--- config.mk ---
export PLATFORM = sky130hd
export DESIGN_NAME = stack_engine
export DESIGN_NICKNAME = d
export VERILOG_FILES = /design/src/rtl/stack_engine.sv
export SDC_FILE = /design/constraint.sdc
export NUM_CORES = 1
export LEC_CHECK = 0
export CORE_AREA = 2 2 92 72
export DETAILED_ROUTE_END_ITERATION = 6
export DIE_AREA = 0 0 94 74
export GPL_TIMING_DRIVEN = 1
export PLACE_DENSITY_LB_ADDON = 0.15
export SLEW_MARGIN = 10
export SYNTH_ARGS = -nofsm -noshare
export SYNTH_HDL_FRONTEND = slang
export SYNTH_SLANG_ARGS = --single-unit
--- constraint.sdc ---
create_clock -name i_clk -period 3.77 [get_ports i_clk]
set_input_delay 0.377 -clock i_clk [delete_from_list [all_inputs] [get_ports i_clk]]
set_output_delay 0.377 -clock i_clk [all_outputs]
set_load 0.005 [all_outputs]
--- src/rtl/stack_engine.sv ---
// stack_engine: single-cycle LIFO with PUSH/POP/DUP/SWAP/REPLACE/OVER/CLEAR.
// Storage is unreset and read combinationally. Reads are masked by depth, so
// stale slots never reach the outputs. Illegal ops set a sticky error flag,
// and only reset or CLEAR drops that flag.
module stack_engine #(
  parameter int WIDTH = 4,
  parameter int DEPTH = 8
) (
  input  logic                         i_clk,
  input  logic                         i_rst_n,
  input  logic                         i_op_valid,
  input  logic [2:0]                   i_mode,
  input  logic [WIDTH-1:0]             i_in_word,
  output logic [WIDTH-1:0]             o_top_word,
  output logic [WIDTH-1:0]             o_second_word,
  output logic [$clog2(DEPTH+1)-1:0]   o_depth,
  output logic                         o_empty,
  output logic                         o_full,
  output logic                         o_err
);

  localparam int DW = $clog2(DEPTH + 1);
  localparam int AW = $clog2(DEPTH);
  localparam logic [DW-1:0] DEPTH_C = DW'(DEPTH);

  localparam logic [2:0] OP_NOP     = 3'b000;
  localparam logic [2:0] OP_PUSH    = 3'b001;
  localparam logic [2:0] OP_POP     = 3'b010;
  localparam logic [2:0] OP_DUP     = 3'b011;
  localparam logic [2:0] OP_SWAP    = 3'b100;
  localparam logic [2:0] OP_REPLACE = 3'b101;
  localparam logic [2:0] OP_OVER    = 3'b110;
  localparam logic [2:0] OP_CLEAR   = 3'b111;

  logic [WIDTH-1:0] r_mem [DEPTH];
  logic [DW-1:0]    r_depth;
  logic             r_err;
  logic             r_run;

  logic [AW-1:0]    w_top_idx;
  logic [AW-1:0]    w_sec_idx;
  logic [AW-1:0]    w_push_idx;
  logic             w_has1;
  logic             w_has2;
  logic             w_not_full;
  logic [WIDTH-1:0] w_top_raw;
  logic [WIDTH-1:0] w_sec_raw;
  logic             w_act;

  logic             w_legal;
  logic             w_clear;
  logic [DW-1:0]    w_depth_nxt;
  logic             w_wr_a_en;
  logic [AW-1:0]    w_wr_a_idx;
  logic [WIDTH-1:0] w_wr_a_data;
  logic             w_wr_b_en;
  logic [AW-1:0]    w_wr_b_idx;
  logic [WIDTH-1:0] w_wr_b_data;

  // Slot addresses derived from the current depth; only used when in range.
  assign w_top_idx  = AW'(r_depth - DW'(1));
  assign w_sec_idx  = AW'(r_depth - DW'(2));
  assign w_push_idx = AW'(r_depth);

  assign w_has1     = (r_depth != '0);
  assign w_has2     = (r_depth >= DW'(2));
  assign w_not_full = (r_depth != DEPTH_C);

  assign w_top_raw  = r_mem[w_top_idx];
  assign w_sec_raw  = r_mem[w_sec_idx];

  // Ops are ignored until the reset release has passed through the sync flop.
  assign w_act = i_op_valid & r_run;

  // Decode the op into legality, next depth and up to two slot writes.
  always_comb begin
    w_legal     = 1'b1;
    w_clear     = 1'b0;
    w_depth_nxt = r_depth;
    w_wr_a_en   = 1'b0;
    w_wr_a_idx  = w_top_idx;
    w_wr_a_data = w_top_raw;
    w_wr_b_en   = 1'b0;
    w_wr_b_idx  = w_sec_idx;
    w_wr_b_data = w_sec_raw;
    case (i_mode)
      OP_NOP: begin
        w_legal = 1'b1;
      end
      OP_PUSH: begin
        if (w_not_full) begin
          w_wr_a_en   = 1'b1;
          w_wr_a_idx  = w_push_idx;
          w_wr_a_data = i_in_word;
          w_depth_nxt = r_depth + DW'(1);
        end else begin
          w_legal = 1'b0;
        end
      end
      OP_POP: begin
        if (w_has1) begin
          w_depth_nxt = r_depth - DW'(1);
        end else begin
          w_legal = 1'b0;
        end
      end
      OP_DUP: begin
        if (w_has1 && w_not_full) begin
          w_wr_a_en   = 1'b1;
          w_wr_a_idx  = w_push_idx;
          w_wr_a_data = w_top_raw;
          w_depth_nxt = r_depth + DW'(1);
        end else begin
          w_legal = 1'b0;
        end
      end
      OP_SWAP: begin
        if (w_has2) begin
          w_wr_a_en   = 1'b1;
          w_wr_a_idx  = w_top_idx;
          w_wr_a_data = w_sec_raw;
          w_wr_b_en   = 1'b1;
          w_wr_b_idx  = w_sec_idx;
          w_wr_b_data = w_top_raw;
        end else begin
          w_legal = 1'b0;
        end
      end
      OP_REPLACE: begin
        if (w_has1) begin
          w_wr_a_en   = 1'b1;
          w_wr_a_idx  = w_top_idx;
          w_wr_a_data = i_in_word;
        end else begin
          w_legal = 1'b0;
        end
      end
      OP_OVER: begin
        if (w_has2 && w_not_full) begin
          w_wr_a_en   = 1'b1;
          w_wr_a_idx  = w_push_idx;
          w_wr_a_data = w_sec_raw;
          w_depth_nxt = r_depth + DW'(1);
        end else begin
          w_legal = 1'b0;
        end
      end
      OP_CLEAR: begin
        w_clear     = 1'b1;
        w_depth_nxt = '0;
      end
      default: begin
        w_legal = 1'b1;
      end
    endcase
  end

  // Release flop: the first op is accepted on the second edge after reset rises.
  always_ff @(posedge i_clk or negedge i_rst_n) begin
    if (!i_rst_n) begin
      r_run <= 1'b0;
    end else begin
      r_run <= 1'b1;
    end
  end

  // Entry storage: no reset needed because reads are masked by depth.
  always_ff @(posedge i_clk) begin
    if (w_act && w_legal && w_wr_a_en) begin
      r_mem[w_wr_a_idx] <= w_wr_a_data;
    end
    if (w_act && w_legal && w_wr_b_en) begin
      r_mem[w_wr_b_idx] <= w_wr_b_data;
    end
  end

  // Depth and sticky error. Illegal ops freeze depth and raise err; CLEAR resets both.
  always_ff @(posedge i_clk or negedge i_rst_n) begin
    if (!i_rst_n) begin
      r_depth <= '0;
      r_err   <= 1'b0;
    end else if (w_act) begin
      if (w_clear) begin
        r_depth <= '0;
        r_err   <= 1'b0;
      end else if (!w_legal) begin
        r_err   <= 1'b1;
      end else begin
        r_depth <= w_depth_nxt;
      end
    end
  end

  assign o_top_word    = w_has1 ? w_top_raw : '0;
  assign o_second_word = w_has2 ? w_sec_raw : '0;
  assign o_depth       = r_depth;
  assign o_empty       = (r_depth == '0);
  assign o_full        = (r_depth == DEPTH_C);
  assign o_err         = r_err;

endmodule

; ---- Word-level counts from Yosys, hierarchy flattened
; Memories as Yosys holds them, arrays and structs flattened.
; Index checks and enable logic that the tools add are counted.
[classes]
n_addsub = 3
multipliers = 0
n_div = 0
n_lt_le_gt_ge = 1
eq_ne = 14
shifts = 0
mux = 35
bitwise = 1
n_reduce_logical = 12
[ops]
columns = op, count
row1 = 4-bit two-way mux, 14
row2 = 4-bit one-hot mux with 5 select lines, 1
row3 = 4-bit one-hot mux with 4 select lines, 1
row4 = 1-bit two-way mux, 13
row5 = 3-bit equality test (second input constant), 4
row6 = 3-bit inequality test (second input constant), 4
row7 = 1-bit one-hot mux with 5 select lines, 2
row8 = 3-bit two-way mux, 3
row9 = 3-bit one-hot mux with 3 select lines, 1
row10 = 7-bit AND reduction, 1
row11 = 3-bit by 2-bit equality test with 1-bit output (second input constant), 2
row12 = 6-bit nonzero test, 1
row13 = 1-bit logical AND, 5
row14 = 4-bit by 1-bit adder with 4-bit output (second input constant), 1
row15 = 4-bit equality test (second input constant), 1
row16 = 4-bit by 2-bit >= comparator with 1-bit output (second input constant), 1
row17 = 4-bit logical NOT, 1
row18 = 4-bit inequality test (second input constant), 1
row19 = 4-bit nonzero test, 1
row20 = 4-bit by 1-bit subtractor with 4-bit output (second input constant), 1
row21 = 3-bit by 1-bit equality test with 1-bit output (second input constant), 1
row22 = 3-bit by 2-bit subtractor with 3-bit output (second input constant), 1
row23 = 2-bit by 1-bit inequality test with 1-bit output (second input constant), 1
row24 = 2-bit AND reduction, 1
row25 = other kinds (3), 3
[totals]
regBits = 6
latchBits = 0
mem_bits_rw = 32
mem_bits_ro = 0
in_bits = 10
out_inout_bits = 15
wordCells = 70
memories = 1
[memory_table]
columns = memory, words, width, rd, rd_ports_with_merged_regs, write_ports, line
row1 = r_mem, 8, 4, 2, 0, 2, 35  ; logic [WIDTH-1:0] r_mem [DEPTH];

; ---- Longest topological paths before layout
[depth]
word_depth = 8
depth_mapped = 10

; ---- Least setup slack after synthesis
; No wires, ideal clock.
[synth_timing]
path_type = reg-to-reg
from = register r_depth[0], in the netlist o_depth[0]
to = memory r_mem[5][0], enable pin
setup_time_ps = 373
t_arrival_ps = 2768
slack_ps = 629
stages_incl_launch_ff = 9
n_path_buf = 1
synth_period_minus_slack_ps = 3141
cell_sequence = dfrtp_1 -> buf_2 -> clkinv_1 -> ha_1 -> or4_4 -> a31oi_4 -> a2111oi_1 -> a311o_1 -> o31ai_1
[synth_lines]
columns = item, line
row1 = "start, declared", 36  ; logic [DW-1:0] r_depth;
row2 = "start signal, assigned", 189  ; r_depth <= w_depth_nxt;
row3 = "end, declared", 35

; ---- Final worst setup path
[layout_timing]
from = register r_depth[0], in the netlist o_depth[0]
to = output port o_top_word[2]
[layout_via]
elab_chain_cells = 3
word_cells_on_any_way = 4
cone_classes = add/sub (1) / mux (1) / reduce/logical (1) / memory (1)
[layout_rtl]
columns = item, line
row1 = 4-bit by 1-bit subtractor with 4-bit output, n/a
row2 = memory read 8 x 4 bit, n/a
row3 = 4-bit two-way mux (*), 194  ; assign o_top_word = w_has1 ? w_top_raw : '0;
row4 = "end, declared", 14  ; output logic [WIDTH-1:0] o_top_word,
; Every way passes the cells marked *; elsewhere a longest branch is shown, timed or not.

==> flow_metrics.tcl <==
set metrics [dict create \
    netlist_instances 284 \
    fp-row-count 25 \
    fill_cells 526 \
    io_pins 25 \
    synthDominantCellAreaShare_pct 32.6 \
    antenna_cells 0 \
    synth.distinct_cells 53 \
    async_flop_share_pct 15.8 \
    avgSynthCellArea_um2 10.4 \
    slew_violations 0 \
    cts-root-buf "clkbuf_8" \
    yosys_warnings 0 \
    drtIter0Drc 468 \
    rsz0062_at_grt "false" \
    synth_seq_cells 38 \
    maxCapViolCount 0 \
    finalNetCount 325 \
    ys.flop_type "edfxtp_1" \
    start_util_pct 48.4 \
    clock_latency_ps 290 \
    fin_setup_tns_ps 0 \
    clockBufferDepth 2 \
    finalCritPeriodShare_pct 91.1 \
    fmax_mhz 291 \
    cts.sinks 38 \
    cts_tree "built" \
    crit_end "o_top_word[2]" \
    coreArea_um2 6100 \
    grt_usage_pct 25.6 \
    hpwl_mm 6.61 \
    reg2reg_slack_ps 560 \
    startpoint "o_depth[0]" \
    wl_mm 8.49 \
    yosysSeqAreaShare_pct 37.7 \
    cpPeakStageDelay_ps 630 \
    power_density_nw_per_um2 897 \
    hold_path_class "input port to async pin" \
    ctsHoldBuffers 0 \
    reg2reg_from "o_depth[0]" \
    yosysMostFrequentCell "nand2_1" \
    via_per_inst 6.32 \
    ir_drop_v 0.000376 \
    wl_per_cell_um 21.9 \
    critPathKind "flip-flop to primary output" \
    worst_slew_pin_slew_ps 811 \
    finalHoldViolations 0 \
    relSlewSlack_pct 45.5 \
    fin_crit_ps 3440 \
    r2r_end "r_mem[7][2]" \
    crit_arrival_ps 3060 \
    multiInputGateArea_um2 1740 \
    finalClockSkew_ps 4.37 \
    cp-end-kind "primary output" \
    gp_congestion 0.931 \
    final_core_util_pct 54.9 \
    grt_pass1_vias 2142 \
    worstPathCellList "clkinv_1, ha_1, mux4_2, mux2_2, inv_1, nor2_1, clkdlybuf4s50_1" \
    cts_resized 0 \
    synth_top_area_cell "edfxtp_1" \
    regArea_um2 1110 \
    drc 0 \
    outcome "completed" \
    die_x_um 94 \
    htree_levels 2 \
    r2r_cells 7 \
    area_growth_pct 13.5 \
    leakage_uw 0.00131 \
    drive_gt1_share_pct 14.0 \
    critPathSlowestCell "ha_1" \
    worstPathMaxFanout 9 \
    setup_violations 0 \
    grt_first_pass_wirelength_mm 13.0 \
    postCtsSetupRepairBufs 0 \
    grt_overflow 0 \
    die_h_um 74 \
    dr.pass1.iters 6 \
    crit_required_ps 3390 \
    grt_max_degree 23 \
    antenna_found_initial 0 \
    die-area_um2 6960 \
    synth.area.top_cells "edfxtp_1 (33%), mux4_2 (12%), mux2i_1 (9.5%)" \
    cp-start-kind "flip-flop" \
    synth_commonest_cells "nand2_1 (42), edfxtp_1 (32), mux2i_1 (28), nor2_1 (22), mux4_2 (16)" \
    synth_edf_count 32 \
    ant_nets 0 \
    vias 2452 \
    io_buffer_count 24 \
    synth_area_um2 2950 \
    cts.reportedPaths.clkPinSlew_ps 80 \
    cts_made_buffers 5 \
    synth_fp_nets 302 \
]
## cells by family (layout without fill, tap and decap cells)
family	count (synthesis)	after routing	synth area share, %
AOI/OAI and AO/OA	59	59	13.7
adders and majority gates	8	8	3.39
muxes	49	49	23.6
DFF	38	38	37.7
xor gates and xnor gates	3	3	0.891
and+or+nand+nor	102	102	17.1
buffers and inverters	24	47	3.48
other	1	1	0.127
## cell usage in the layout, fill, tap and decap left out, types with 2 or more instances in the layout
| cell | count |
|---|---|
| mux4_2 | 16 |
| nor2_1 | 22 |
| nor4_1 | 3 |
| o211ai_1 | 5 |
| nor3b_2 | 2 |
| nand2_1 | 42 |
| a21oi_1 | 9 |
| clkbuf_1 | 2 |
| o21bai_1 | 2 |
| o21ai_1 | 4 |
| nand3_1 | 7 |
| o21ai_0 | 14 |
| nor2b_1 | 5 |
| and3_1 | 3 |
| ha_1 | 8 |
| nand2b_1 | 4 |
| a31oi_1 | 3 |
| dfrtp_1 | 6 |
| nand3b_1 | 2 |
| mux2i_1 | 28 |
| buf_4 | 6 |
| o31ai_1 | 6 |
| clkdlybuf4s50_1 | 24 |
| mux2_2 | 5 |
| xnor2_1 | 2 |
| a31o_2 | 2 |
| clkbuf_8 | 5 |
| edfxtp_1 | 32 |
| nor3_1 | 4 |
| inv_1 | 9 |
## worst max-delay path, delay by kind of cell, from the launching register on
family	cells	cell delay (ps)
DFF	1	360
muxes	2	920
buffers and inverters	3	810
and+or+nand+nor	1	40
adders and majority gates	1	630
## layout make-up
| cell class | count | share of cell area, % |
|---|---|---|
| Timing Repair Buffer | 30 | 8.52 |
| Inverter | 10 | 1.12 |
| Tap cell | 81 | 3.03 |
| Clock buffer | 7 | 2.28 |
| Multi-Input combinational cell | 222 | 51.9 |
| Sequential cell | 38 | 33.2 |
## report_power, final
| part | internal, uW | switching, uW | total, uW |
|---|---|---|---|
| combinational | 892 | 1190 | 2080 |
| clock | 128 | 148 | 276 |
| sequential | 605 | 41.4 | 646 |
## stage by stage
step                      cells  setup WS (ps)  area (um^2)  hold slack (ps)  total power, uW
after floorplan             284            629         2950             81.4             1970
after global placement      381            379         3270              471             2700
after detailed placement    381            401         3270              485             2700
after CTS                   388            350         3350              359             2970
after global routing        388            184         3350              381             3200
final                       388            334         3350              348             3000
## worst min path at each step
stage                 start          to
floorplan           i_rst_n  o_depth[0]
global placement      o_err       o_err
detailed placement    o_err       o_err
CTS                 i_rst_n       r_run
global route        i_rst_n       o_err
finish              i_rst_n  o_depth[0]
## per-layer routing
metal	global-route usage (%)	vias to the layer above	share of wire (%)
li1	-	1123	-
met1	44.0	1162	48
met2	32.9	163	39
met3	6.18	4	13
met4	3.06	0	0.53
met5	0	-	0
## flip-flops by register name (all words and copies together), names as in the netlist
signal,flops
r_run,1
o_depth,4
o_err,1
r_mem,32
No activity file was read; power rests on OpenSTA's default activity.
